==> src/rtl/pwd_ctrl_pkg.sv <==
// Shared types and LED codes for the attempt lockout controller.
// LED codes are active-low RGB: a 0 bit lights that colour.
package pwd_ctrl_pkg;

  typedef enum logic [2:0] {
    IDLE     = 3'd0,
    CHECK    = 3'd1,
    COOLDOWN = 3'd2,
    LOCKOUT  = 3'd3,
    GRANTED  = 3'd4
  } state_t;

  localparam logic [2:0] LED_OFF   = 3'b111;
  localparam logic [2:0] LED_RED   = 3'b110;
  localparam logic [2:0] LED_GREEN = 3'b101;
  localparam logic [2:0] LED_ALL   = 3'b000;

endpackage

==> src/rtl/btn_sync_edge.sv <==
// Two-flop synchroniser for a raw button line plus a registered rising-edge pulse.
// The pulse appears two cycles after the raw rise is first sampled.
module btn_sync_edge (
  input  logic clk,
  input  logic rst,
  input  logic raw,
  output logic level,
  output logic rise
);

  logic meta;
  logic sync;
  logic sync_d;

  always_ff @(posedge clk or posedge rst) begin
    if (rst) begin
      meta   <= 1'b0;
      sync   <= 1'b0;
      sync_d <= 1'b0;
      rise   <= 1'b0;
    end else begin
      meta   <= raw;
      sync   <= meta;
      sync_d <= sync;
      rise   <= sync & ~sync_d;
    end
  end

  assign level = sync;

endmodule

==> src/rtl/attempt_lockout_ctrl.sv <==
// Access controller: Enter press launches an external check; failures cause cooldown, then lockout.
// Define GLITCH_GUARD_EN to make a synchronised glitch_btn abort any check as a failure.
module attempt_lockout_ctrl
  import pwd_ctrl_pkg::*;
#(
  parameter int unsigned MAX_FAILS       = 3,
  parameter int unsigned COOLDOWN_CYCLES = 48_000_000,
  parameter int unsigned LOCKOUT_CYCLES  = 480_000_000,
  parameter int unsigned CHECK_TIMEOUT   = 100_000_000,
  parameter int unsigned BLINK_PERIOD    = 6_000_000
) (
  input  logic       clk,
  input  logic       rst,
  input  logic       enter_btn,
  input  logic       glitch_btn,
  output logic       chk_start,
  input  logic       chk_done,
  input  logic       chk_pass,
  output logic       granted,
  output logic       locked,
  output logic [3:0] fail_count,
  output logic [2:0] led
);

  localparam logic [3:0]  MAX_W      = 4'(MAX_FAILS);
  localparam logic [31:0] TIMEOUT_W  = 32'(CHECK_TIMEOUT);
  localparam logic [31:0] COOL_LAST  = 32'(COOLDOWN_CYCLES - 1);
  localparam logic [31:0] LOCK_LAST  = 32'(LOCKOUT_CYCLES - 1);
  localparam logic [31:0] BLINK_LAST = 32'(BLINK_PERIOD - 1);

  state_t      state;
  state_t      state_next;
  logic [3:0]  count_next;
  logic [31:0] cnt;
  logic [31:0] blink_cnt;
  logic        blink_off;
  logic        press;
  logic        check_fail;
  logic        glitch_abort;
  logic        unused_enter_level;

  btn_sync_edge u_enter_sync (
    .clk   (clk),
    .rst   (rst),
    .raw   (enter_btn),
    .level (unused_enter_level),
    .rise  (press)
  );

`ifdef GLITCH_GUARD_EN
  logic glitch_level;
  logic unused_glitch_rise;

  btn_sync_edge u_glitch_sync (
    .clk   (clk),
    .rst   (rst),
    .raw   (glitch_btn),
    .level (glitch_level),
    .rise  (unused_glitch_rise)
  );

  assign glitch_abort = glitch_level;
`else
  logic unused_glitch_btn;

  assign unused_glitch_btn = glitch_btn;
  assign glitch_abort      = 1'b0;
`endif

  always_ff @(posedge clk or posedge rst) begin
    if (rst) begin
      state      <= IDLE;
      fail_count <= 4'd0;
    end else begin
      state      <= state_next;
      fail_count <= count_next;
    end
  end

  // Glitch abort beats a verdict, and a verdict beats a timeout in the same cycle.
  always_comb begin
    state_next = state;
    count_next = fail_count;
    check_fail = 1'b0;
    case (state)
      IDLE: begin
        if (press) state_next = CHECK;
      end
      CHECK: begin
        if (glitch_abort) begin
          check_fail = 1'b1;
        end else if (chk_done) begin
          if (chk_pass) begin
            state_next = GRANTED;
            count_next = 4'd0;
          end else begin
            check_fail = 1'b1;
          end
        end else if (cnt == TIMEOUT_W) begin
          check_fail = 1'b1;
        end
        if (check_fail) begin
          count_next = fail_count + 4'd1;
          state_next = (count_next == MAX_W) ? LOCKOUT : COOLDOWN;
        end
      end
      COOLDOWN: begin
        if (cnt == COOL_LAST) state_next = IDLE;
      end
      LOCKOUT: begin
        if (cnt == LOCK_LAST) begin
          state_next = IDLE;
          count_next = 4'd0;
        end
      end
      GRANTED: begin
        if (press) state_next = IDLE;
      end
      default: state_next = IDLE;
    endcase
  end

  // Both duration counters restart on every state change so each state sees cycle 0 on entry.
  always_ff @(posedge clk or posedge rst) begin
    if (rst) begin
      cnt       <= 32'd0;
      blink_cnt <= 32'd0;
      blink_off <= 1'b0;
    end else if (state_next != state) begin
      cnt       <= 32'd0;
      blink_cnt <= 32'd0;
      blink_off <= 1'b0;
    end else begin
      cnt <= cnt + 32'd1;
      if (state == LOCKOUT) begin
        if (blink_cnt == BLINK_LAST) begin
          blink_cnt <= 32'd0;
          blink_off <= ~blink_off;
        end else begin
          blink_cnt <= blink_cnt + 32'd1;
        end
      end
    end
  end

  assign chk_start = (state == CHECK) && (cnt == 32'd0);
  assign granted   = (state == GRANTED);
  assign locked    = (state == LOCKOUT);

  always_comb begin
    led = LED_OFF;
    case (state)
      IDLE:     led = LED_OFF;
      CHECK:    led = LED_RED;
      COOLDOWN: led = LED_ALL;
      LOCKOUT:  led = blink_off ? LED_OFF : LED_RED;
      GRANTED:  led = LED_GREEN;
      default:  led = LED_OFF;
    endcase
  end

endmodule

==> config.mk <==
export PLATFORM = sky130hd
export DESIGN_NAME = attempt_lockout_ctrl
export DESIGN_NICKNAME = d
export VERILOG_FILES = /design/src/rtl/pwd_ctrl_pkg.sv /design/src/rtl/btn_sync_edge.sv /design/src/rtl/attempt_lockout_ctrl.sv
export SDC_FILE = /design/constraint.sdc
export NUM_CORES = 1
export LEC_CHECK = 0
export BUFFER_PORTS_ARGS = -buffer_cell sky130_fd_sc_hd__buf_2
export CAP_MARGIN = 25
export CORE_MARGIN = 2
export CORE_UTILIZATION = 38
export DETAILED_ROUTE_END_ITERATION = 8
export PLACE_DENSITY = 0.56
export SETUP_SLACK_MARGIN = 0.15
export SYNTH_ARGS = -nofsm -noshare
export SYNTH_HDL_FRONTEND = slang
export SYNTH_SLANG_ARGS = --single-unit
==> constraint.sdc <==
create_clock -name clk -period 4.1 [get_ports clk]
set_clock_uncertainty 0.05 [all_clocks]
set_input_delay 0.615 -clock clk [delete_from_list [all_inputs] [get_ports clk]]
set_output_delay 0.615 -clock clk [all_outputs]
set_load 0.05 [all_outputs]
==> results.sh, run 1 <==
export IMPL_status="completed"
export IMPL_cap_violations=0
export IMPL_worst_pin_slew_ns=0.878
export IMPL_clkPwrFrac_pct=35.4
export IMPL_hold_buffers=0
export IMPL_htree_levels=3
export IMPL_synthCells=461
export IMPL_critPathSlowestCell="dfrtp_1"
export IMPL_r2r_slack_ns=1.26
export IMPL_powerDensity_nw_per_um2=497
export IMPL_slew_headroom_pct=41.0
export IMPL_p_int_mw=1.49
export IMPL_seq_area_frac_synth_pct=43.9
export IMPL_cts_tree="built"
export IMPL_cp_end_kind="primary output"
export IMPL_p_leak_nw=1.95
export IMPL_cts_buffers=9
export IMPL_worst_setup_path_type="flip-flop to primary output"
export IMPL_drc=0
export IMPL_power_net_switching_mw=0.902
export IMPL_syn_to_final_growth_pct=10.7
export IMPL_boundaryPins=16
export IMPL_cts_sinks=76
export IMPL_antenna_found_initial=0
export IMPL_period_share_pct=69.5
export IMPL_post_dp_hpwl_um=6440
export IMPL_coreArea_um2=11300
export IMPL_path_common_cell="nor4_1"
export IMPL_r2r_cells=7
export IMPL_cts_buffer_depth=2
export IMPL_critPathLaunchType="flip-flop"
export IMPL_path_buf_inv=1
export IMPL_setup_tns_ns=0
export IMPL_grt_max_degree=57
export IMPL_cp_top_family="simple AND/OR/NAND/NOR gates"
export IMPL_cp_slowest_stage_delay_ns=0.43
export IMPL_synth_main_ff_cell="dfrtp_1"
export IMPL_grt_pass1_vias=3407
export IMPL_hold_path_class="primary input to async pin"
export IMPL_drive_above_1_share_pct=12.2
export IMPL_nNetsFinal=480
export IMPL_vias=3397
export IMPL_grt_setup_unrepaired="no"
export IMPL_synth_edf_count=0
export IMPL_drt_pass1_iter_count=5
export IMPL_finalCriticalPeriod_ns=2.85
export IMPL_port_buffers=14
export IMPL_cts_resized=0
export IMPL_insertion_delay_ns=0.33
export IMPL_dp_cells=600
export IMPL_die_h_um=111
export IMPL_die_x_um=111
export IMPL_root_buffer="clkbuf_16"
export IMPL_synth_cell_types=55
export IMPL_grt_pass1_wl_um=16800
export IMPL_row_count=39
export IMPL_post_drt_wl_per_cell_um=15.9
export IMPL_die_area_um2=12300
export IMPL_power_mw=2.39
export IMPL_viasPerCell=5.51
export IMPL_gp_congestion=0.807
export IMPL_path_clk_slew_ns=0.06
export IMPL_finalHoldViolCount=0
export IMPL_stdcell_count=617
export IMPL_cp_num_cells=4
export IMPL_critPathRequiredTime_ns=3.43
export IMPL_grt_usage_pct=16.6
export IMPL_p_comb_share_pct=27.7
export IMPL_start_util_pct=38.5
export IMPL_syn_cell_area_um2=4340
export IMPL_critPathMaxFanout=6
export IMPL_crit_arrival_ns=2.18
export IMPL_postSynthAreaPerCell_um2=9.41
export IMPL_timing_max_transition_violations_final=0
export IMPL_pwr_share_seq_pct=36.8
export IMPL_finalSetupViolations=0
export IMPL_drt_total_wl_um=9790
export IMPL_synth_nets=472
export IMPL_switching_share_pct=37.8
export IMPL_grt_ovfl_total=0
export IMPL_path_cells="nor4_1 > nand4b_1 > nor4_1 > buf_2"
export IMPL_max_vdd_ir_drop_mv=0.272
export IMPL_async_flop_share_pct=100
export IMPL_first_iter_violations=280
export IMPL_yosys_warnings=0
export IMPL_ys_ff_latch=76
export IMPL_ant_nets=0
export IMPL_antenna_cells_inserted=0
export IMPL_cts_setup_buffers=0
export IMPL_fmax_mhz=351
final timing paths:
check / startpoint / to
max in group asynchronous: rst / cnt[12]$_DFF_PP0_
min in group clk: u_enter_sync.meta$_DFF_PP0_ / u_enter_sync.level$_DFF_PP0_
worst min register to register: u_enter_sync.meta$_DFF_PP0_ / u_enter_sync.level$_DFF_PP0_
worst max-delay path: cnt[5]$_DFF_PP0_ / chk_start
worst min-delay path: rst / blink_cnt[21]$_DFFE_PP0P_
worst max register to register: cnt[5]$_DFF_PP0_ / cnt[19]$_DFF_PP0_
cell type report:
| class | instances | area (um^2) |
|---|---|---|
| Multi-Input combinational cell | 349 | 2230 |
| Clock inverter | 7 | 91.3 |
| Clock buffer | 9 | 225 |
| Timing Repair Buffer | 18 | 113 |
| Inverter | 15 | 57.6 |
| Fill cell | 1099 | 6470 |
| Sequential cell | 76 | 1900 |
| Tap cell | 143 | 179 |
synth_stat cells (all sizes together), types with 3 or more instances:
cell	count	area [um^2]
a21oi	6	30.0
and3	7	43.8
and4	10	87.6
buf	17	138
clkbuf	4	16.3
dfrtp	76	1900
ha	5	62.6
inv	15	56.3
nand2	38	145
nand2b	3	26.3
nand3	31	160
nand4	21	144
nor2	36	143
nor3	67	382
nor3b	5	37.5
nor4	16	119
o21ai	9	45.0
or2	3	18.8
or3	5	31.3
xnor2	24	210
xor2	35	307
placed cells by master, fill, tap and decap left out, types with 2 or more instances in the layout:
| master | synthesis | routed |
|---|---|---|
| dfrtp_1 | 76 | 76 |
| nor3_1 | 59 | 59 |
| nand2_1 | 37 | 36 |
| nor2_1 | 35 | 35 |
| xor2_1 | 35 | 35 |
| nand3_1 | 30 | 30 |
| xnor2_1 | 24 | 24 |
| nand4_1 | 19 | 19 |
| buf_2 | 5 | 14 |
| nor4_1 | 13 | 13 |
| inv_1 | 13 | 12 |
| and4_1 | 10 | 10 |
| o21ai_0 | 9 | 9 |
| clkbuf_16 | 0 | 9 |
| and3_1 | 7 | 7 |
| a21oi_1 | 6 | 6 |
| nor3_2 | 7 | 6 |
| nor3b_1 | 5 | 5 |
| or3_1 | 5 | 5 |
| ha_1 | 5 | 5 |
| clkinv_2 | 0 | 4 |
| nor4_2 | 3 | 3 |
| buf_4 | 6 | 3 |
| inv_2 | 2 | 2 |
| nand2b_1 | 2 | 2 |
| nand4b_1 | 2 | 2 |
| or4_1 | 2 | 2 |
| or2_1 | 2 | 2 |
| nor3_4 | 1 | 2 |
| nand4_2 | 2 | 2 |
| nor4b_1 | 2 | 2 |
| nand2_2 | 1 | 2 |
| a211o_1 | 2 | 2 |
| a211oi_1 | 2 | 2 |
| nand3b_1 | 2 | 2 |
| o22ai_1 | 2 | 2 |
| bufinv_16 | 0 | 2 |
worst register-to-register path, delay by kind of cell, from the launching register on:
kind / cells / cell delay [ns]
flip-flops: 1 / 0.43
AO/OA/AOI/OAI: 1 / 0.16
AND/OR/NAND/NOR: 5 / 1.60
buffers and inverters: 1 / 0.44
cells by family (layout without fill, tap and decap cells):
| logic type | after synthesis | in the layout | share of synthesized area, % |
|---|---|---|---|
| muxes | 1 | 1 | 0.260 |
| DFF | 76 | 76 | 43.9 |
| and+or+nand+nor | 255 | 255 | 33.3 |
| buffers and inverters | 36 | 49 | 4.85 |
| adders and majority gates | 5 | 5 | 1.44 |
| xor gates and xnor gates | 59 | 59 | 11.9 |
| AOI/OAI and AO/OA | 29 | 29 | 4.39 |
metal layers:
metal,wire (um),track usage (%)
met4,155,6.17
met2,4510,25.7
met5,0,0
met1,4870,23.6
met3,260,2.73
through the flow:
stage	util, %	setup slack (ns)	instance area, um^2	hold WS [ns]
global placement	39.6	1.28	4460	0.289
global route	42.6	1.05	4800	0.257
detailed placement	39.6	1.23	4460	0.287
finish	42.6	1.25	4800	0.222
floorplan	-	0.789	4340	0.281
CTS	42.4	1.20	4780	0.300
sequential cells by signal, indices dropped and copies added (netlist names):
name and count:
state 3, fail_count 4, u_enter_sync.meta 1, cnt 32, u_enter_sync.sync_d 1, blink_off 1
blink_cnt 32, u_enter_sync.rise 1, u_enter_sync.level 1
power groups by stage:
stage	clock network, mW	registers, mW	logic [mW]
after floorplan	0	0.907	0.543
after global placement	0	0.889	0.660
after detailed placement	0	0.892	0.666
after CTS	0.865	0.880	0.666
after global routing	0.894	0.892	0.724
final	0.846	0.879	0.662
(Power assumes the default switching activity.)
==> run 2: changes to the inputs <==
Clock period 4.1 ns to 2.9 ns, I/O delays scaled along.
==> run 2 against run 1 <==
  * Sequential cell count did not move
  * Wire length decreased by 0.59%
  * Worst setup slack worse by 0.95 ns
  * First-iteration DRC count shrank 3.9%
  * Die area unchanged
  * Clock power is 52% higher
  * Critical path depth is 1 higher
  * Global-route usage rose by 0.45 points
  * Final cell count increased by 0.49%
  * Combinational power up 49%
  * Critical endpoint unchanged
==> results.sh, run 2 (same netlist as run 1, synthesis figures left out) <==
export IMPL_reg2reg_to="blink_cnt[18]$_DFFE_PP0P_"
export IMPL_port_buffers=14
export IMPL_final_core_util_pct=43.1
export IMPL_vias=3403
export IMPL_largestRegisters="blink_cnt x32, cnt x32, fail_count x4"
export IMPL_finalHoldViolCount=0
export IMPL_slew_headroom_pct=59.1
export IMPL_setup_ws_ns=0.304
export IMPL_setup_tns_ns=0
export IMPL_grt_ovfl_total=0
export IMPL_timing_max_transition_violations_final=0
export IMPL_syn_to_final_growth_pct=12.0
export IMPL_grt_pass1_vias=3351
export IMPL_finalInstanceArea_um2=4860
export IMPL_antenna_cells_inserted=0
export IMPL_status="completed"
export IMPL_dp_cells=604
export IMPL_cts_buffers=9
export IMPL_fmax_mhz=385
export IMPL_worst_pin_slew_ns=0.608
export IMPL_insertion_delay_ns=0.34
export IMPL_path_cells="or4_1 > nor3_2 > nand3_1 > nor4_2 > buf_2"
export IMPL_antenna_found_initial=0
export IMPL_powerDensity_nw_per_um2=725
export IMPL_cts_buffer_depth=2
export IMPL_fin_hold_ws_ns=0.0659
export IMPL_period_share_pct=89.5
export IMPL_stdcell_count=620
export IMPL_coreArea_um2=11300
export IMPL_drt_pass1_iter_count=4
export IMPL_clkPwrFrac_pct=36.5
export IMPL_htree_levels=3
export IMPL_hold_path_class="primary input to async pin"
export IMPL_die_x_um=111
export IMPL_crit_arrival_ns=2.11
export IMPL_finalSetupViolations=0
export IMPL_critPathRequiredTime_ns=2.41
export IMPL_max_vdd_ir_drop_mv=0.625
export IMPL_cp_slowest_stage_delay_ns=0.55
export IMPL_wl_met1_um=4870
export IMPL_gp_congestion=0.848
export IMPL_worst_setup_path_type="flip-flop to primary output"
export IMPL_ant_nets=0
export IMPL_grt_pass1_wl_um=17100
export IMPL_finalCriticalPeriod_ns=2.60
export IMPL_met3WireLength_um=319
export IMPL_placed_area_um2=4510
export IMPL_critPathSlowestCell="or4_1"
export IMPL_drive_above_1_share_pct=13.0
export IMPL_nNetsFinal=483
export IMPL_start_util_pct=38.5
export IMPL_cts_sinks=76
export IMPL_cap_violations=0
export IMPL_power_net_switching_mw=1.30
export IMPL_boundaryPins=16
export IMPL_row_count=39
export IMPL_met2_length_um=4450
export IMPL_layout_commonest_cell="dfrtp_1"
export IMPL_post_drt_wl_per_cell_um=15.7
export IMPL_critPathMaxFanout=5
export IMPL_top_layer_used="met4"
export IMPL_die_area_um2=12300
export IMPL_worstReg2RegStart="cnt[0]$_DFF_PP0_"
export IMPL_cp_end_kind="primary output"
export IMPL_final_cell_mix="76 x dfrtp_1, 59 x nor3_1, 36 x nand2_1"
export IMPL_post_dp_hpwl_um=6570
export IMPL_pwr_share_seq_pct=35.4
export IMPL_cts_tree="built"
export IMPL_grt_max_degree=57
export IMPL_p_int_mw=2.22
export IMPL_drt_total_wl_um=9730
export IMPL_p_comb_share_pct=28.1
export IMPL_viasPerCell=5.49
export IMPL_pre_cts_slack_ns=0.322
export IMPL_cts_setup_buffers=0
export IMPL_drc=0
export IMPL_switching_share_pct=37.0
export IMPL_grt_usage_pct=17.1
export IMPL_r2r_slack_ns=0.43
export IMPL_path_clk_slew_ns=0.06
export IMPL_root_buffer="clkbuf_16"
export IMPL_p_leak_nw=1.97
export IMPL_power_mw=3.52
export IMPL_die_h_um=111
export IMPL_r2r_cells=8
export IMPL_critPathLaunchType="flip-flop"
export IMPL_grt_setup_unrepaired="no"
export IMPL_first_iter_violations=269
==> run 2: cell types whose count changed in the layout (fill, tap and decap cells not counted) <==
cell,before,now
nor4_1,13,12
buf_4,3,5
clkinv_4,1,0
clkinv_2,4,3
nor4_2,3,4
buf_6,0,1
clkinvlp_4,1,2
bufinv_16,2,3
==> run 2: how the worst max path moves through the flow <==
stage	start	slack (ns)	end	cells after the start
2_1_floorplan	cnt[11]$_DFF_PP0_	0.34	chk_start	4
3_3_place_gp	cnt[0]$_DFF_PP0_	0.39	blink_cnt[29]$_DFFE_PP0P_	8
3_5_place_dp	cnt[0]$_DFF_PP0_	0.32	blink_cnt[25]$_DFFE_PP0P_	8
4_1_cts	cnt[11]$_DFF_PP0_	0.25	chk_start	5
5_1_grt	cnt[11]$_DFF_PP0_	0.17	chk_start	5
6_report	cnt[11]$_DFF_PP0_	0.30	chk_start	5
==> run 2: worst max-delay path, delay by kind of cell, from the launching register on <==
family | cells | cell delay, ns
AND/OR/NAND/NOR | 4 | 1.03
flip-flops | 1 | 0.45
buffers and inverters | 1 | 0.30
==> run 2: per-layer routing <==
layer | up-vias | track usage (%)
met5 | - | 0
met4 | 0 | 5.42
met3 | 10 | 3.94
met2 | 46 | 26.0
met1 | 1674 | 24.2
li1 | 1673 | -
==> run 2: repair_timing <==
action / CTS / global route
resized for setup: 0 / 1
setup endpoints to repair: 0 / 35
hold buffers: 0 / 0
==> run 2: cell type report <==
cell class                      count  area (um^2)
Sequential cell                    76         1900
Timing Repair Buffer               21          139
Fill cell                        1103         6410
Tap cell                          143          179
Inverter                           15         57.6
Clock buffer                        9          225
Multi-Input combinational cell    349         2240
Clock inverter                      7          115
==> run 2: power by group through the flow <==
stage / Sequential, mW / Combinational (mW) / Clock, mW
after global routing: 1.26 / 1.08 / 1.35
after detailed placement: 1.26 / 0.991 / 0
final: 1.25 / 0.988 / 1.29
after floorplan: 1.28 / 0.773 / 0
after global placement: 1.26 / 0.983 / 0
after CTS: 1.24 / 0.994 / 1.32
==> run 3: changes to the inputs <==
Settings changed: CORE_UTILIZATION 38 to 62, PLACE_DENSITY 0.56 to 0.83.
==> run 3 against run 2 <==
  * Worst setup slack got worse by 0.083 ns
  * Largest cell class unchanged
  * Wire length fell by 4.6%
  * Non-clock buffer count fell by 1
  * Worst hold slack improved by 0.026 ns
==> results.sh, run 3 (same netlist as run 1, synthesis figures left out) <==
export IMPL_port_buffers=14
export IMPL_p_leak_nw=1.90
export IMPL_final_core_util_pct=68.3
export IMPL_reg2reg_to="cnt[29]$_DFF_PP0_"
export IMPL_r2r_cells=8
export IMPL_row_count=30
export IMPL_ant_nets=0
export IMPL_grt_ovfl_total=0
export IMPL_syn_to_final_growth_pct=6.92
export IMPL_drt_total_wl_um=9280
export IMPL_dp_cells=556
export IMPL_insertion_delay_ns=0.36
export IMPL_cts_setup_buffers=0
export IMPL_vias=3490
export IMPL_stdcell_count=572
export IMPL_r2r_slack_ns=0.39
export IMPL_period_share_pct=92.4
export IMPL_max_vdd_ir_drop_mv=0.383
export IMPL_drt_pass1_iter_count=4
export IMPL_die_area_um2=7680
export IMPL_timing_max_transition_violations_final=0
export IMPL_cap_violations=0
export IMPL_drc=0
export IMPL_htree_levels=3
export IMPL_powerDensity_nw_per_um2=651
export IMPL_cp_end_kind="primary output"
export IMPL_fmax_mhz=373
export IMPL_root_buffer="clkbuf_8"
export IMPL_critPathRequiredTime_ns=2.41
export IMPL_fillers=524
export IMPL_post_drt_wl_per_cell_um=16.2
export IMPL_die_x_um=87.6
export IMPL_nNetsFinal=482
export IMPL_layout_commonest_cell="dfrtp_1"
export IMPL_worstReg2RegStart="cnt[0]$_DFF_PP0_"
export IMPL_crit_end="chk_start"
export IMPL_critPathLaunchType="flip-flop"
export IMPL_cts_sinks=76
export IMPL_viasPerCell=6.10
export IMPL_setup_tns_ns=0
export IMPL_final_cell_mix="76 x dfrtp_1, 59 x nor3_1, 36 x nand2_1"
export IMPL_grt_pass1_vias=3313
export IMPL_grt_setup_unrepaired="no"
export IMPL_cts_buffers=9
export IMPL_grt_usage_pct=26.5
export IMPL_boundaryPins=16
export IMPL_grt_pass1_wl_um=15900
export IMPL_fin_hold_ws_ns=0.0918
export IMPL_power_mw=3.02
export IMPL_worst_setup_path_type="flip-flop to primary output"
export IMPL_coreArea_um2=6790
export IMPL_hold_path_class="primary input to async pin"
export IMPL_drive_above_1_share_pct=12.8
export IMPL_gp_congestion=0.896
export IMPL_finalSetupViolations=0
export IMPL_finalHoldViolCount=0
export IMPL_cts_tree="built"
export IMPL_cts_buffer_depth=2
export IMPL_antenna_found_initial=0
export IMPL_status="completed"
export IMPL_critPathMaxFanout=5
export IMPL_critPathLaunch="cnt[11]$_DFF_PP0_"
export IMPL_finalCriticalPeriod_ns=2.68
export IMPL_slew_headroom_pct=43.6
export IMPL_worst_pin_slew_ns=0.840
export IMPL_antenna_cells_inserted=0
export IMPL_path_clk_slew_ns=0.09
export IMPL_post_dp_hpwl_um=6230
export IMPL_largestRegisters="blink_cnt x32, cnt x32, fail_count x4"
export IMPL_grt_max_degree=33
export IMPL_die_h_um=87.6
export IMPL_start_util_pct=63.8
export IMPL_crit_arrival_ns=2.19
export IMPL_first_iter_violations=323
[run 3: cell count changes in the layout (fill, tap and decap cells not counted), sizes merged]
cell    before  now
buf         21   20
clkbuf       9   10
bufinv       3    1
inv         14   15
[run 3: how the worst min path moves through the flow]
| stage | from | to | slack [ns] |
|---|---|---|---|
| CTS | rst | blink_cnt[29]$_DFFE_PP0P_ | 0.11 |
| global route | enter_btn | u_enter_sync.meta$_DFF_PP0_ | 0.12 |
| global placement | u_enter_sync.meta$_DFF_PP0_ | u_enter_sync.level$_DFF_PP0_ | 0.29 |
| floorplan | u_enter_sync.meta$_DFF_PP0_ | u_enter_sync.level$_DFF_PP0_ | 0.28 |
| detailed placement | u_enter_sync.meta$_DFF_PP0_ | u_enter_sync.level$_DFF_PP0_ | 0.29 |
| finish | rst | blink_cnt[29]$_DFFE_PP0P_ | 0.09 |
[run 3: worst max-delay path: stages (launching register included)]
cell and delay, ns:
dfrtp_1 0.46, or4_1 0.58, nor3_2 0.20, nand3_1 0.11, nor4_2 0.22, buf_4 0.26
[run 3: where the power goes]
| group | switching, mW | internal [mW] | leakage (nW) |
|---|---|---|---|
| Clock | 0.412 | 0.419 | 0.0983 |
| Combinational | 0.711 | 0.241 | 0.760 |
| Sequential | 0.110 | 1.13 | 1.04 |
| Total | 1.23 | 1.79 | 1.90 |
[run 3: through the flow]
stage,instance area [um^2],worst slack (ns)
after CTS,4630,0.201
after global placement,4430,0.491
final,4640,0.221
after floorplan,4340,0.344
after global routing,4640,0.126
after detailed placement,4430,0.426
[run 3: final cells by class]
type / instances / area (um^2) / area share, %
multi-input cells: 349 / 2240 / 48.3
flip-flops and latches: 76 / 1900 / 41.0
clock buffers: 10 / 138 / 2.97
well taps: 96 / 120 / 2.59
repair buffers: 20 / 118 / 2.54
clock inverters: 6 / 63.8 / 1.38
inverters: 15 / 56.3 / 1.21
[run 3: what timing repair did]
action | CTS | global route
hold buffers | 0 | 0
gates resized for setup | 0 | 2
endpoints found under the setup margin | 0 | 1
[run 3: layer usage]
| layer | GRT usage (%) | routed length (um) | vias up |
|---|---|---|---|
| met3 | 6.03 | 451 | 12 |
| met4 | 9.09 | 128 | 0 |
| li1 | - | - | 1671 |
| met5 | 0 | 0 | - |
| met1 | 38.2 | 4220 | 1716 |
| met2 | 39.8 | 4480 | 91 |
